[src/rtl/addsub_share_arb.sv]
// Round-robin arbiter sharing one add/subtract datapath between two requesters,
// each with its own registered one-entry response slot.
module addsub_share_arb #(
    parameter int WIDTH = 16
) (
    input  logic             clk,
    input  logic             rst,
    input  logic             req_valid_0,
    input  logic             req_valid_1,
    output logic             req_ready_0,
    output logic             req_ready_1,
    input  logic [WIDTH-1:0] req_a_0,
    input  logic [WIDTH-1:0] req_a_1,
    input  logic [WIDTH-1:0] req_b_0,
    input  logic [WIDTH-1:0] req_b_1,
    input  logic             req_sub_0,
    input  logic             req_sub_1,
    output logic             rsp_valid_0,
    output logic             rsp_valid_1,
    input  logic             rsp_ready_0,
    input  logic             rsp_ready_1,
    output logic [WIDTH-1:0] rsp_sum_0,
    output logic [WIDTH-1:0] rsp_sum_1,
    output logic             rsp_cout_0,
    output logic             rsp_cout_1,
    output logic             rsp_ovf_0,
    output logic             rsp_ovf_1,
    output logic [15:0]      op_count
);

    logic             elig_0, elig_1;
    logic             grant_0, grant_1;
    logic             last_grant;
    logic [WIDTH-1:0] op_a, op_b, sum;
    logic             op_sub, cout, ovf;
    logic [WIDTH:0]   r17;

    // A slot can accept when empty or being drained this same cycle.
    always_comb begin
        elig_0  = ~rst & req_valid_0 & (~rsp_valid_0 | rsp_ready_0);
        elig_1  = ~rst & req_valid_1 & (~rsp_valid_1 | rsp_ready_1);
        grant_0 = elig_0 & (~elig_1 | last_grant);
        grant_1 = elig_1 & (~elig_0 | ~last_grant);
        req_ready_0 = grant_0;
        req_ready_1 = grant_1;
    end

    always_comb begin
        op_a   = grant_1 ? req_a_1   : req_a_0;
        op_b   = grant_1 ? req_b_1   : req_b_0;
        op_sub = grant_1 ? req_sub_1 : req_sub_0;
        if (op_sub) begin
            r17 = {1'b0, op_a} - {1'b0, op_b};
        end else begin
            r17 = {1'b0, op_a} + {1'b0, op_b};
        end
        sum  = r17[WIDTH-1:0];
        cout = r17[WIDTH];
        if (op_sub) begin
            ovf = (op_a[WIDTH-1] != op_b[WIDTH-1]) & (sum[WIDTH-1] != op_a[WIDTH-1]);
        end else begin
            ovf = (op_a[WIDTH-1] == op_b[WIDTH-1]) & (sum[WIDTH-1] != op_a[WIDTH-1]);
        end
    end

    always_ff @(posedge clk or posedge rst) begin
        if (rst) begin
            rsp_valid_0 <= 1'b0;
            rsp_sum_0   <= '0;
            rsp_cout_0  <= 1'b0;
            rsp_ovf_0   <= 1'b0;
        end else if (grant_0) begin
            rsp_valid_0 <= 1'b1;
            rsp_sum_0   <= sum;
            rsp_cout_0  <= cout;
            rsp_ovf_0   <= ovf;
        end else if (rsp_ready_0) begin
            rsp_valid_0 <= 1'b0;
        end
    end

    always_ff @(posedge clk or posedge rst) begin
        if (rst) begin
            rsp_valid_1 <= 1'b0;
            rsp_sum_1   <= '0;
            rsp_cout_1  <= 1'b0;
            rsp_ovf_1   <= 1'b0;
        end else if (grant_1) begin
            rsp_valid_1 <= 1'b1;
            rsp_sum_1   <= sum;
            rsp_cout_1  <= cout;
            rsp_ovf_1   <= ovf;
        end else if (rsp_ready_1) begin
            rsp_valid_1 <= 1'b0;
        end
    end

    // last_grant resets to 1 so requester 0 wins the first tie.
    always_ff @(posedge clk or posedge rst) begin
        if (rst) begin
            last_grant <= 1'b1;
            op_count   <= '0;
        end else if (grant_0 | grant_1) begin
            last_grant <= grant_1;
            op_count   <= op_count + 16'd1;
        end
    end

endmodule

[config.mk]
export PLATFORM = sky130hd
export DESIGN_NAME = addsub_share_arb
export DESIGN_NICKNAME = d
export VERILOG_FILES = /design/src/rtl/addsub_share_arb.sv
export SDC_FILE = /design/constraint.sdc
export NUM_CORES = 1
export LEC_CHECK = 0
export ABC_AREA = 1
export CAP_MARGIN = 15
export CELL_PAD_IN_SITES_DETAIL_PLACEMENT = 0
export CELL_PAD_IN_SITES_GLOBAL_PLACEMENT = 2
export CORE_MARGIN = 4
export CORE_UTILIZATION = 27
export DETAILED_ROUTE_END_ITERATION = 8
export GPL_TIMING_DRIVEN = 0
export PLACE_DENSITY = 0.95
export SETUP_SLACK_MARGIN = 0.5
export SLEW_MARGIN = 20
export SYNTH_ARGS = -nofsm -noshare
export SYNTH_HDL_FRONTEND = slang
export SYNTH_SLANG_ARGS = --single-unit
[constraint.sdc]
create_clock -name clk -period 5 [get_ports clk]
set_input_delay 0.75 -clock clk [delete_from_list [all_inputs] [get_ports clk]]
set_output_delay 0.75 -clock clk [all_outputs]
set_load 0.005 [all_outputs]
==> flow_metrics.env, run 1 <==
export IMPL_vias_per_cell=4.52
export IMPL_final_hold_violation_count=0
export IMPL_clock_tree_buffer_depth=2
export IMPL_tritoncts_num_sinks=55
export IMPL_drt_iter0_drc=203
export IMPL_floorplan_die_area_um2=16300
export IMPL_setup_tns_ns=0
export IMPL_routed_wirelength_um=12200
export IMPL_placementRows=43
export IMPL_category_of_the_critical_setup_timing_path="in -> reg"
export IMPL_largest_net_degree_at_the_start_of_global_routing=29
export IMPL_detailroute_via_count=3897
export IMPL_post_synth_top_area_fraction_pct=35.0
export IMPL_vdd_drop_max_mv=0.140
export IMPL_final_hpwl_from_detailed_placement_um=10000
export IMPL_antenna_found_initial=0
export IMPL_final_max_slew_violation_count=0
export IMPL_timing_max_slew_rel_slack_pct=64.0
export IMPL_summed_instance_area_of_the_synthesized_netlist_um2=3860
export IMPL_synth_net_count=634
export IMPL_crit_reg2reg_capture="rsp_sum_0[12]"
export IMPL_dieHeight_um=128
export IMPL_weighted_congestion_reported_at_the_end_of_routability_driven_placement=0.833
export IMPL_final_hold_worst_slack_ns=0.483
export IMPL_cts_inserted_buffers=5
export IMPL_finalClockSkew_ns=0.00509
export IMPL_critical_path_reg2reg_startpoint="last_grant"
export IMPL_synth_top_family_by_area="simple AND/OR/NAND/NOR gates"
export IMPL_final_min_period_over_clock_period_pct=81.6
export IMPL_grt_ovfl_total=0
export IMPL_synth_xor_area_share_pct=8.38
export IMPL_max_cap_viols=0
export IMPL_post_synth_fa_ha_maj_area_fraction_pct=6.02
export IMPL_crit_fanout=10
export IMPL_num_fill_cells=1428
export IMPL_timing_fmax_ghz=0.245
export IMPL_post_cts_hold_buffer_count=0
export IMPL_io_pins=128
export IMPL_multi_input_comb_area_um2=2280
export IMPL_rsz0062_at_grt="no"
export IMPL_netlist_instances=544
export IMPL_path_clk_slew_ns=0.07
export IMPL_min_delay_path_depth=2
export IMPL_antenna_diode_count=0
export IMPL_muxShareOfSynthArea_pct=0.259
export IMPL_ant_nets=0
export IMPL_postSynth_topFlopCell="dfrtp_1"
export IMPL_grt_first_pass_wirelength_um=19900
export IMPL_power_density_nw_per_um2=389
export IMPL_htree_num_levels=2
export IMPL_worst_setup_endpoint="rsp_sum_0[12]"
export IMPL_netlist_cell_type_count=39
export IMPL_synth_edff_count=0
export IMPL_nets=771
export IMPL_floorplan_die_width_um=128
export IMPL_final_layout_size_suffix_gt1_share_pct=6.60
export IMPL_synth_top_cells_by_area="dfrtp_1, nand2_1, xor2_1, nand3_1, ha_1"
export IMPL_worstPathArrival_ns=4.31
export IMPL_worstHoldPathType="reg -> reg"
export IMPL_cp_required_ns=5.23
export IMPL_worst_case_setup_margin_in_the_final_layout_ns=0.922
export IMPL_clk_root_buffer_cell="clkbuf_16"
export IMPL_place_worst_setup_slack_ns=-0.299
export IMPL_area_delta_synth_final_pct=44.4
export IMPL_placed_cells=851
export IMPL_postSynthRegisterBits=55
export IMPL_design_core_area_um2=13900
export IMPL_logic_depth_of_the_worst_register_to_register_path=16
export IMPL_synth_async_reset_ratio_pct=100
export IMPL_critical_path_startpoint_type="input pin"
export IMPL_syn_avg_cell_area_um2=7.10
export IMPL_detailed_place_area_um2=5360
export IMPL_static_leakage_power_nw=2.74
export IMPL_number_of_global_route_vias_before_repair=3995
export IMPL_setup_worst_path_start="req_valid_0"
export IMPL_tritoncts="done"
export IMPL_avgRoutedWirePerCell_um=14.2
export IMPL_synth_seq_area_share_pct=35.6
export IMPL_stdcell_count=862
export IMPL_synth_compound_area_share_pct=7.32
export IMPL_run_status="completed"
export IMPL_endpoint_kind="register"
export IMPL_layout_area_seq_um2=1380
export IMPL_worst_skew_pair_late_latency_ns=0.29
export IMPL_yosys_warnings=0
export IMPL_fin_crit_ns=4.08
export IMPL_buffer_ports_inserted=127
export IMPL_initial_utilization_pct=27.7
export IMPL_final_setup_viol_count=0
export IMPL_drcViolationCount=0
export IMPL_synth_top_area_cell="dfrtp_1"
export IMPL_layout_cell_area_non_filler_um2=5580
export IMPL_simple_gate_area_share_of_the_yosys_netlist_pct=36.2
export IMPL_drtPass1Iterations=4
export IMPL_ff2ff_setup_slack_ns=1.46
export IMPL_grt_util_all_layers_pct=15.2
export IMPL_worst_pin_slew_ns=0.540
through the flow:
| stage | utilization, % | power, W |
|---|---|---|
| floorplan | - | 0.00125 |
| global placement | 38.5 | 0.00182 |
| detailed placement | 38.5 | 0.00184 |
| CTS | 39.9 | 0.00221 |
| global route | 40.0 | 0.00236 |
| finish | 40.0 | 0.00217 |
worst max-delay path, stage by stage:
cell             delay [ns]
clkdlybuf4s50_1        0.45
inv_1                  0.04
nor2_2                 0.14
nand3_4                0.15
nand2_4                0.12
buf_6                  0.14
buf_6                  0.17
buf_2                  0.24
mux2i_1                0.32
ha_1                   0.20
inv_1                  0.06
fa_1                   0.41
a31oi_2                0.26
o21ai_2                0.15
a21boi_0               0.27
xor2_1                 0.17
buf_4                  0.14
nand2_1                0.04
nand2_1                0.07
area by class of cell:
type	instances	share of cell area, %
multi-input combinational	432	40.8
sequential	55	24.7
timing repair buffer	128	22.8
tap	180	4.04
inverter	42	3.30
clock buffer	6	2.31
buffer	15	1.50
timing repair inverter	2	0.314
clock inverter	2	0.224
registers in the layout (all words and copies together), names as in the netlist:
name / flops
rsp_valid_1: 1
op_count: 16
rsp_ovf_0: 1
rsp_ovf_1: 1
rsp_sum_0: 16
rsp_valid_0: 1
rsp_cout_1: 1
last_grant: 1
rsp_cout_0: 1
rsp_sum_1: 16
worst min-delay path by stage:
stage | start | to | slack [ns]
final | rsp_sum_1[9] | rsp_sum_1[9] | 0.48
after global routing | rsp_sum_1[2] | rsp_sum_1[2] | 0.50
after CTS | rsp_cout_0 | rsp_cout_0 | 0.49
after detailed placement | rsp_cout_0 | rsp_cout_0 | 0.47
after global placement | rsp_sum_1[2] | rsp_sum_1[2] | 0.46
after floorplan | op_count[15] | op_count[15] | 0.47
power breakdown:
group | total (W) | leakage, nW | switching, W | internal (W)
Clock | 0.000341 | 0.0669 | 0.000156 | 0.000185
Combinational | 0.00110 | 1.99 | 0.000530 | 0.000571
Sequential | 0.000731 | 0.684 | 0.000117 | 0.000613
timing repair:
action                     4_1_cts  5_1_grt
gates cloned                     1        1
setup endpoints to repair       21       22
setup buffers                    1        0
pin swaps                        1        0
resized for setup                8        7
layout by cell type, fill, tap and decap left out, types with 2 or more instances in the layout:
cell	Yosys	layout
or2_2	2	2
nand2_1	234	233
nand4_1	4	4
buf_6	2	2
xnor2_1	10	10
nand2_4	2	2
o21ai_0	18	17
clkbuf_1	5	5
inv_6	0	2
o21bai_1	5	5
nor2_2	6	6
o21ai_4	1	2
nor3_1	3	3
ha_1	17	16
clkbuf_2	0	2
buf_4	1	2
clkdlybuf4s50_1	0	126
clkbuf_16	0	5
nor3b_1	2	2
dfrtp_1	54	54
buf_2	6	6
nor2_1	24	23
xor2_1	27	27
inv_1	41	41
a31oi_1	3	2
nand3_1	43	43
nand3b_1	4	4
nand2_2	3	4
a21oi_1	13	13
per-layer routing:
metal / share of wire (%) / GRT usage (%) / vias to the layer above
met2: 47 / 25.5 / 110
li1: - / - / 2005
met4: 0.85 / 3.75 / 0
met5: 0 / 0 / -
met3: 4.2 / 1.71 / 9
met1: 48 / 21.0 / 1773
kinds of logic after synthesis:
logic type / Yosys count
XOR/XNOR: 37
AND/OR/NAND/NOR: 329
buffers and inverters: 57
adder cells (fa/ha/maj): 18
flip-flops: 55
multiplexers: 1
AO/OA/AOI/OAI: 47
synthesized netlist by cell type (4+ instances only):
cell	n
a21oi_1	13
buf_2	6
clkbuf_1	5
dfrtp_1	54
ha_1	17
inv_1	41
nand2_1	234
nand3_1	43
nand3b_1	4
nand4_1	4
nor2_1	24
nor2_2	6
o21ai_0	18
o21bai_1	5
xnor2_1	10
xor2_1	27
Note: power is estimated with default switching activity, not from simulation.
==> inputs of run 2 (changes only) <==
--- a/config.mk
+++ b/config.mk
@@ -10,10 +10,10 @@
 export CELL_PAD_IN_SITES_DETAIL_PLACEMENT = 0
 export CELL_PAD_IN_SITES_GLOBAL_PLACEMENT = 2
 export CORE_MARGIN = 4
-export CORE_UTILIZATION = 27
+export CORE_UTILIZATION = 25
 export DETAILED_ROUTE_END_ITERATION = 8
 export GPL_TIMING_DRIVEN = 0
-export PLACE_DENSITY = 0.95
+export PLACE_DENSITY = 0.92
 export SETUP_SLACK_MARGIN = 0.5
 export SLEW_MARGIN = 20
 export SYNTH_ARGS = -nofsm -noshare
==> constraint.sdc (replaced) <==
create_clock -name clk -period 3.8 [get_ports clk]
set_input_delay 0.57 -clock clk [delete_from_list [all_inputs] [get_ports clk]]
set_output_delay 0.57 -clock clk [all_outputs]
set_load 0.005 [all_outputs]
==> flow_metrics.env, run 2 (synthesis gave the netlist of run 1 again) <==
export IMPL_floorplan_die_width_um=132
export IMPL_rsz0062_at_grt="yes"
export IMPL_drcViolationCount=0
export IMPL_grt_first_pass_wirelength_um=21800
export IMPL_worst_skew_pair_late_latency_ns=0.29
export IMPL_final_layout_size_suffix_gt1_share_pct=29.9
export IMPL_cts_inserted_buffers=5
export IMPL_timing_max_slew_rel_slack_pct=59.7
export IMPL_worstPathArrival_ns=3.42
export IMPL_critical_path_reg2reg_startpoint="last_grant"
export IMPL_final_max_slew_violation_count=0
export IMPL_clk_root_buffer_cell="clkbuf_16"
export IMPL_static_leakage_power_nw=3.16
export IMPL_final_setup_viol_count=0
export IMPL_final_hold_violation_count=0
export IMPL_routed_wirelength_um=14300
export IMPL_io_pins=128
export IMPL_nets=827
export IMPL_tritoncts_num_sinks=55
export IMPL_crit_fanout=7
export IMPL_buffer_ports_inserted=127
export IMPL_max_cap_viols=0
export IMPL_antenna_diode_count=0
export IMPL_category_of_the_critical_setup_timing_path="reg -> reg"
export IMPL_htree_num_levels=2
export IMPL_drt_iter0_drc=148
export IMPL_dieHeight_um=132
export IMPL_finalClockSkew_ns=0.00680
export IMPL_number_of_global_route_vias_before_repair=4305
export IMPL_ff2ff_setup_slack_ns=0.59
export IMPL_stdcell_count=926
export IMPL_worst_pin_slew_ns=0.598
export IMPL_clock_tree_buffer_depth=2
export IMPL_placed_cells=859
export IMPL_run_status="completed"
export IMPL_final_min_period_over_clock_period_pct=84.4
export IMPL_grt_util_all_layers_pct=15.3
export IMPL_crit_reg2reg_capture="rsp_sum_0[15]"
export IMPL_power_density_nw_per_um2=493
export IMPL_endpoint_kind="register"
export IMPL_vdd_drop_max_mv=0.240
export IMPL_top_library_cells_by_usage_in_the_layout_fill_and_taps_aside="nand2_1, clkdlybuf4s50_1, buf_4, dfrtp_1, nand2_2"
export IMPL_grt_ovfl_total=0
export IMPL_logic_depth_of_the_worst_register_to_register_path=19
export IMPL_critical_path_startpoint_type="register"
export IMPL_post_layout_total_power_w=0.00332
export IMPL_avgRoutedWirePerCell_um=15.4
export IMPL_area_delta_synth_final_pct=74.3
export IMPL_drtPass1Iterations=4
export IMPL_detailroute_via_count=4245
export IMPL_fin_crit_ns=3.21
export IMPL_biggestRegsByFlops="op_count: 16 flops, rsp_sum_0: 16 flops, rsp_sum_1: 16 flops"
export IMPL_weighted_congestion_reported_at_the_end_of_routability_driven_placement=0.842
export IMPL_floorplan_die_area_um2=17500
export IMPL_cp_required_ns=4.01
export IMPL_placementRows=45
export IMPL_timing_fmax_ghz=0.312
export IMPL_largest_net_degree_at_the_start_of_global_routing=29
export IMPL_worstHoldPathType="in -> async"
export IMPL_tritoncts="done"
export IMPL_initial_utilization_pct=25.5
export IMPL_post_cts_hold_buffer_count=0
export IMPL_ant_nets=0
export IMPL_antenna_found_initial=0
export IMPL_vias_per_cell=4.58
export IMPL_final_hpwl_from_detailed_placement_um=10500
export IMPL_mostFrequentLayoutCell="nand2_1"
export IMPL_path_clk_slew_ns=0.07
export IMPL_design_core_area_um2=15100
==> run 2: cell count changes in the layout (fill, tap and decap cells not counted), moves of 11 or more <==
cell     change
buf_4       +52
inv_1       -13
inv_2       +11
nand2_1     -38
nand2_2     +30
nand3_1     -12
nand3_2     +11
==> run 2: worst max path at each step <==
stage                           from            end  slack [ns]  depth (start not counted)
after floorplan                  rst  rsp_sum_0[11]        0.51                         19
after global placement           rst      rsp_ovf_0       -0.99                         21
after detailed placement         rst      rsp_ovf_1       -0.98                         21
after CTS                        rst  rsp_sum_0[12]        0.51                         20
after global routing      last_grant   rsp_sum_1[8]        0.44                         17
final                     last_grant  rsp_sum_0[15]        0.59                         19
==> run 2: layout make-up <==
cell class,count,area (um^2)
inverter,42,180
fill,1506,8410
clock buffer,8,156
timing repair inverter,2,17.5
timing repair buffer,184,1720
multi-input combinational,432,2930
buffer,15,120
tap,188,235
sequential,55,1380
==> run 2: report_power, final <==
group / switching (W) / internal [W] / total [W]
registers: 0.000157 / 0.000807 / 0.000964
clock network: 0.000200 / 0.000281 / 0.000481
logic: 0.000890 / 0.000987 / 0.00188
total: 0.00125 / 0.00208 / 0.00332
==> run 2: critical path: stages, from the launching register on <==
cell and delay (ns):
dfstp_2 0.57, nand3_4 0.15, buf_4 0.18, nand3_2 0.11, nand2_2 0.12, nor2_4 0.13, nand2_4 0.10, o21ai_4 0.27
nand2_2 0.11, xor2_2 0.17, ha_4 0.31, nand2_4 0.06, inv_2 0.07, nand3_4 0.07, nor3_2 0.15, nand2_1 0.08
nand3b_1 0.12, nand2_2 0.08, buf_4 0.14, o21ai_1 0.13
==> run 2: timing repair <==
action	4_1_cts	5_1_grt
pin swaps	39	58
resized for setup	101	103
buffers inserted	31	25
gates cloned	3	0
setup endpoints to repair	36	23
==> run 2: per-stage QoR <==
stage	hold WS [ns]	util, %	cell area (um^2)	setup slack, ns	TNS, ns
2_1_floorplan	0.367	-	3890	0.510	0
3_3_place_gp	0.464	35.6	5390	-0.989	-19.33
3_5_place_dp	0.465	35.6	5390	-0.984	-20.00
4_1_cts	0.212	40.6	6140	0.505	0
5_1_grt	0.203	44.5	6740	0.442	0
6_report	0.200	44.5	6740	0.593	0
==> run 2: per-layer routing <==
metal | wire length (um) | GRT usage [%]
met2 | 6890 | 25.5
met1 | 6480 | 20.2
met5 | 0 | 0
met4 | 289 | 5.43
met3 | 596 | 2.40
==> inputs of run 3 (changes only) <==
--- a/config.mk
+++ b/config.mk
@@ -10,10 +10,10 @@
 export CELL_PAD_IN_SITES_DETAIL_PLACEMENT = 0
 export CELL_PAD_IN_SITES_GLOBAL_PLACEMENT = 2
 export CORE_MARGIN = 4
-export CORE_UTILIZATION = 25
+export CORE_UTILIZATION = 22
 export DETAILED_ROUTE_END_ITERATION = 8
 export GPL_TIMING_DRIVEN = 0
-export PLACE_DENSITY = 0.92
+export PLACE_DENSITY = 0.87
 export SETUP_SLACK_MARGIN = 0.5
 export SLEW_MARGIN = 20
 export SYNTH_ARGS = -nofsm -noshare
==> constraint.sdc (replaced) <==
create_clock -name clk -period 2.7 [get_ports clk]
set_input_delay 0.405 -clock clk [delete_from_list [all_inputs] [get_ports clk]]
set_output_delay 0.405 -clock clk [all_outputs]
set_load 0.005 [all_outputs]
==> flow_metrics.env, run 3 (synthesis gave the netlist of run 1 again) <==
export IMPL_run_status="complete, but fails checks"
export IMPL_violations="negative setup slack"
export IMPL_clk_root_buffer_cell="clkbuf_16"
export IMPL_final_setup_viol_count=31
export IMPL_final_layout_size_suffix_gt1_share_pct=35.0
export IMPL_post_cts_hold_buffer_count=0
export IMPL_antenna_diode_count=0
export IMPL_max_cap_viols=0
export IMPL_critical_path_startpoint_type="register"
export IMPL_biggestRegsByFlops="op_count: 16 flops, rsp_sum_0: 16 flops, rsp_sum_1: 16 flops"
export IMPL_htree_num_levels=2
export IMPL_drt_iter0_drc=162
export IMPL_routed_wirelength_um=14500
export IMPL_grt_first_pass_wirelength_um=22100
export IMPL_number_of_global_route_vias_before_repair=4165
export IMPL_endpoint_kind="register"
export IMPL_finalClockSkew_ns=0.00743
export IMPL_tritoncts_num_sinks=55
export IMPL_path_clk_slew_ns=0.08
export IMPL_cts_inserted_buffers=5
export IMPL_final_max_slew_violation_count=0
export IMPL_drcViolationCount=0
export IMPL_initial_utilization_pct=22.4
export IMPL_floorplan_die_area_um2=19800
export IMPL_design_core_area_um2=17200
export IMPL_antenna_found_initial=0
export IMPL_placementRows=48
export IMPL_power_density_nw_per_um2=693
export IMPL_grt_util_met1_pct=18.6
export IMPL_rsz0062_at_grt="yes"
export IMPL_timing_max_slew_rel_slack_pct=57.5
export IMPL_timing_fmax_ghz=0.311
export IMPL_vias_per_cell=4.34
export IMPL_grt_util_met2_pct=23.7
export IMPL_grt_most_used_layer="met2"
export IMPL_largest_net_degree_at_the_start_of_global_routing=29
export IMPL_drtPass1Iterations=6
export IMPL_worstPathArrival_ns=3.41
export IMPL_tritoncts="done"
export IMPL_category_of_the_critical_setup_timing_path="reg -> reg"
export IMPL_nets=849
export IMPL_layout_cell_area_non_filler_um2=7210
export IMPL_worst_case_setup_margin_in_the_final_layout_ns=-0.516
export IMPL_final_hold_violation_count=0
export IMPL_met3_capacity_usage_during_global_routing_pct=2.39
export IMPL_grt_ovfl_total=0
export IMPL_avgRoutedWirePerCell_um=14.7
export IMPL_mostFrequentLayoutCell="nand2_1"
export IMPL_ff2ff_setup_slack_ns=-0.52
export IMPL_grt_util_all_layers_pct=13.9
export IMPL_buffer_ports_inserted=127
export IMPL_detailroute_via_count=4279
export IMPL_static_leakage_power_nw=3.35
export IMPL_floorplan_die_width_um=141
export IMPL_io_pins=128
export IMPL_vdd_drop_max_mv=0.300
export IMPL_top_library_cells_by_usage_in_the_layout_fill_and_taps_aside="nand2_1, clkdlybuf4s50_1, buf_4"
export IMPL_clock_tree_buffer_depth=2
export IMPL_crit_fanout=6
export IMPL_weighted_congestion_reported_at_the_end_of_routability_driven_placement=0.864
export IMPL_ant_nets=0
export IMPL_fin_crit_ns=3.22
export IMPL_final_hpwl_from_detailed_placement_um=10300
export IMPL_detailed_place_area_um2=5500
export IMPL_final_min_period_over_clock_period_pct=119
export IMPL_worstHoldPathType="in -> async"
export IMPL_post_layout_total_power_w=0.00499
export IMPL_worst_skew_pair_late_latency_ns=0.29
export IMPL_worst_pin_slew_ns=0.631
export IMPL_final_hold_worst_slack_ns=0.109
export IMPL_cp_required_ns=2.89
export IMPL_dieHeight_um=141
export IMPL_area_delta_synth_final_pct=86.5
## run 3: critical path, stage by stage (launching register included)
cell	delay, ns
dfstp_2	0.56
nand3_4	0.15
buf_6	0.17
nand3_2	0.12
nand2_4	0.08
nor2_4	0.13
nand2_4	0.10
nor2_4	0.21
nand2_1	0.10
nand2_2	0.09
xor2_2	0.19
inv_2	0.07
ha_4	0.28
inv_2	0.06
o21bai_1	0.07
a21oi_1	0.19
o21ai_2	0.09
a21oi_2	0.18
nand3_2	0.12
nand3_2	0.10
nand2_1	0.04
## run 3: worst paths after layout
path,from,to,cells past startpoint
setup / recovery,last_grant,rsp_cout_0,20
min in group clk,rsp_ovf_0,rsp_ovf_0,2
setup reg to reg,last_grant,rsp_cout_0,20
hold / removal,rst,rsp_sum_1[7],2
hold reg to reg,rsp_ovf_0,rsp_ovf_0,2
max in group asynchronous,rst,last_grant,3
## run 3: final cells by class
class / instances / area [um^2]
repair buffers: 206 / 1950
repair inverters: 2 / 17.5
inverters: 42 / 179
plain buffers: 15 / 166
clock inverters: 3 / 25.0
multi-input cells: 432 / 3090
flip-flops and latches: 55 / 1380
fillers: 1726 / 10000
well taps: 225 / 282
clock buffers: 5 / 125
## run 3: routing by layer
metal / routed length (um) / part of all wire [%] / up-vias
met5: 0 / 0 / -
met4: 199 / 1.4 / 0
met3: 734 / 5.1 / 21
met2: 7040 / 49 / 134
met1: 6480 / 45 / 1963
li1: - / - / 2161
## run 3: metrics by stage
stage	util, %	worst slack, ns	std cells	TNS (ns)
2_1_floorplan	-	-0.336	544	-4.97
3_3_place_gp	31.9	-1.79	896	-51.49
3_5_place_dp	31.9	-1.78	896	-51.64
4_1_cts	37.7	-0.453	953	-9.31
5_1_grt	41.8	-0.710	985	-15.88
6_report	41.8	-0.516	985	-10.65
## run 3: what timing repair did
| action | CTS | global route |
|---|---|---|
| endpoints found under the setup margin | 51 | 36 |
| cloned | 3 | 0 |
| resized for setup | 133 | 105 |
| hold endpoints to repair | 0 | 0 |
| pin swaps | 77 | 100 |
| setup buffers | 46 | 32 |
## run 3: report_power, final
group / total (W) / internal, W / switching [W]
clock: 0.000661 / 0.000348 / 0.000313
sequential: 0.00134 / 0.00113 / 0.000204
combinational: 0.00299 / 0.00160 / 0.00139
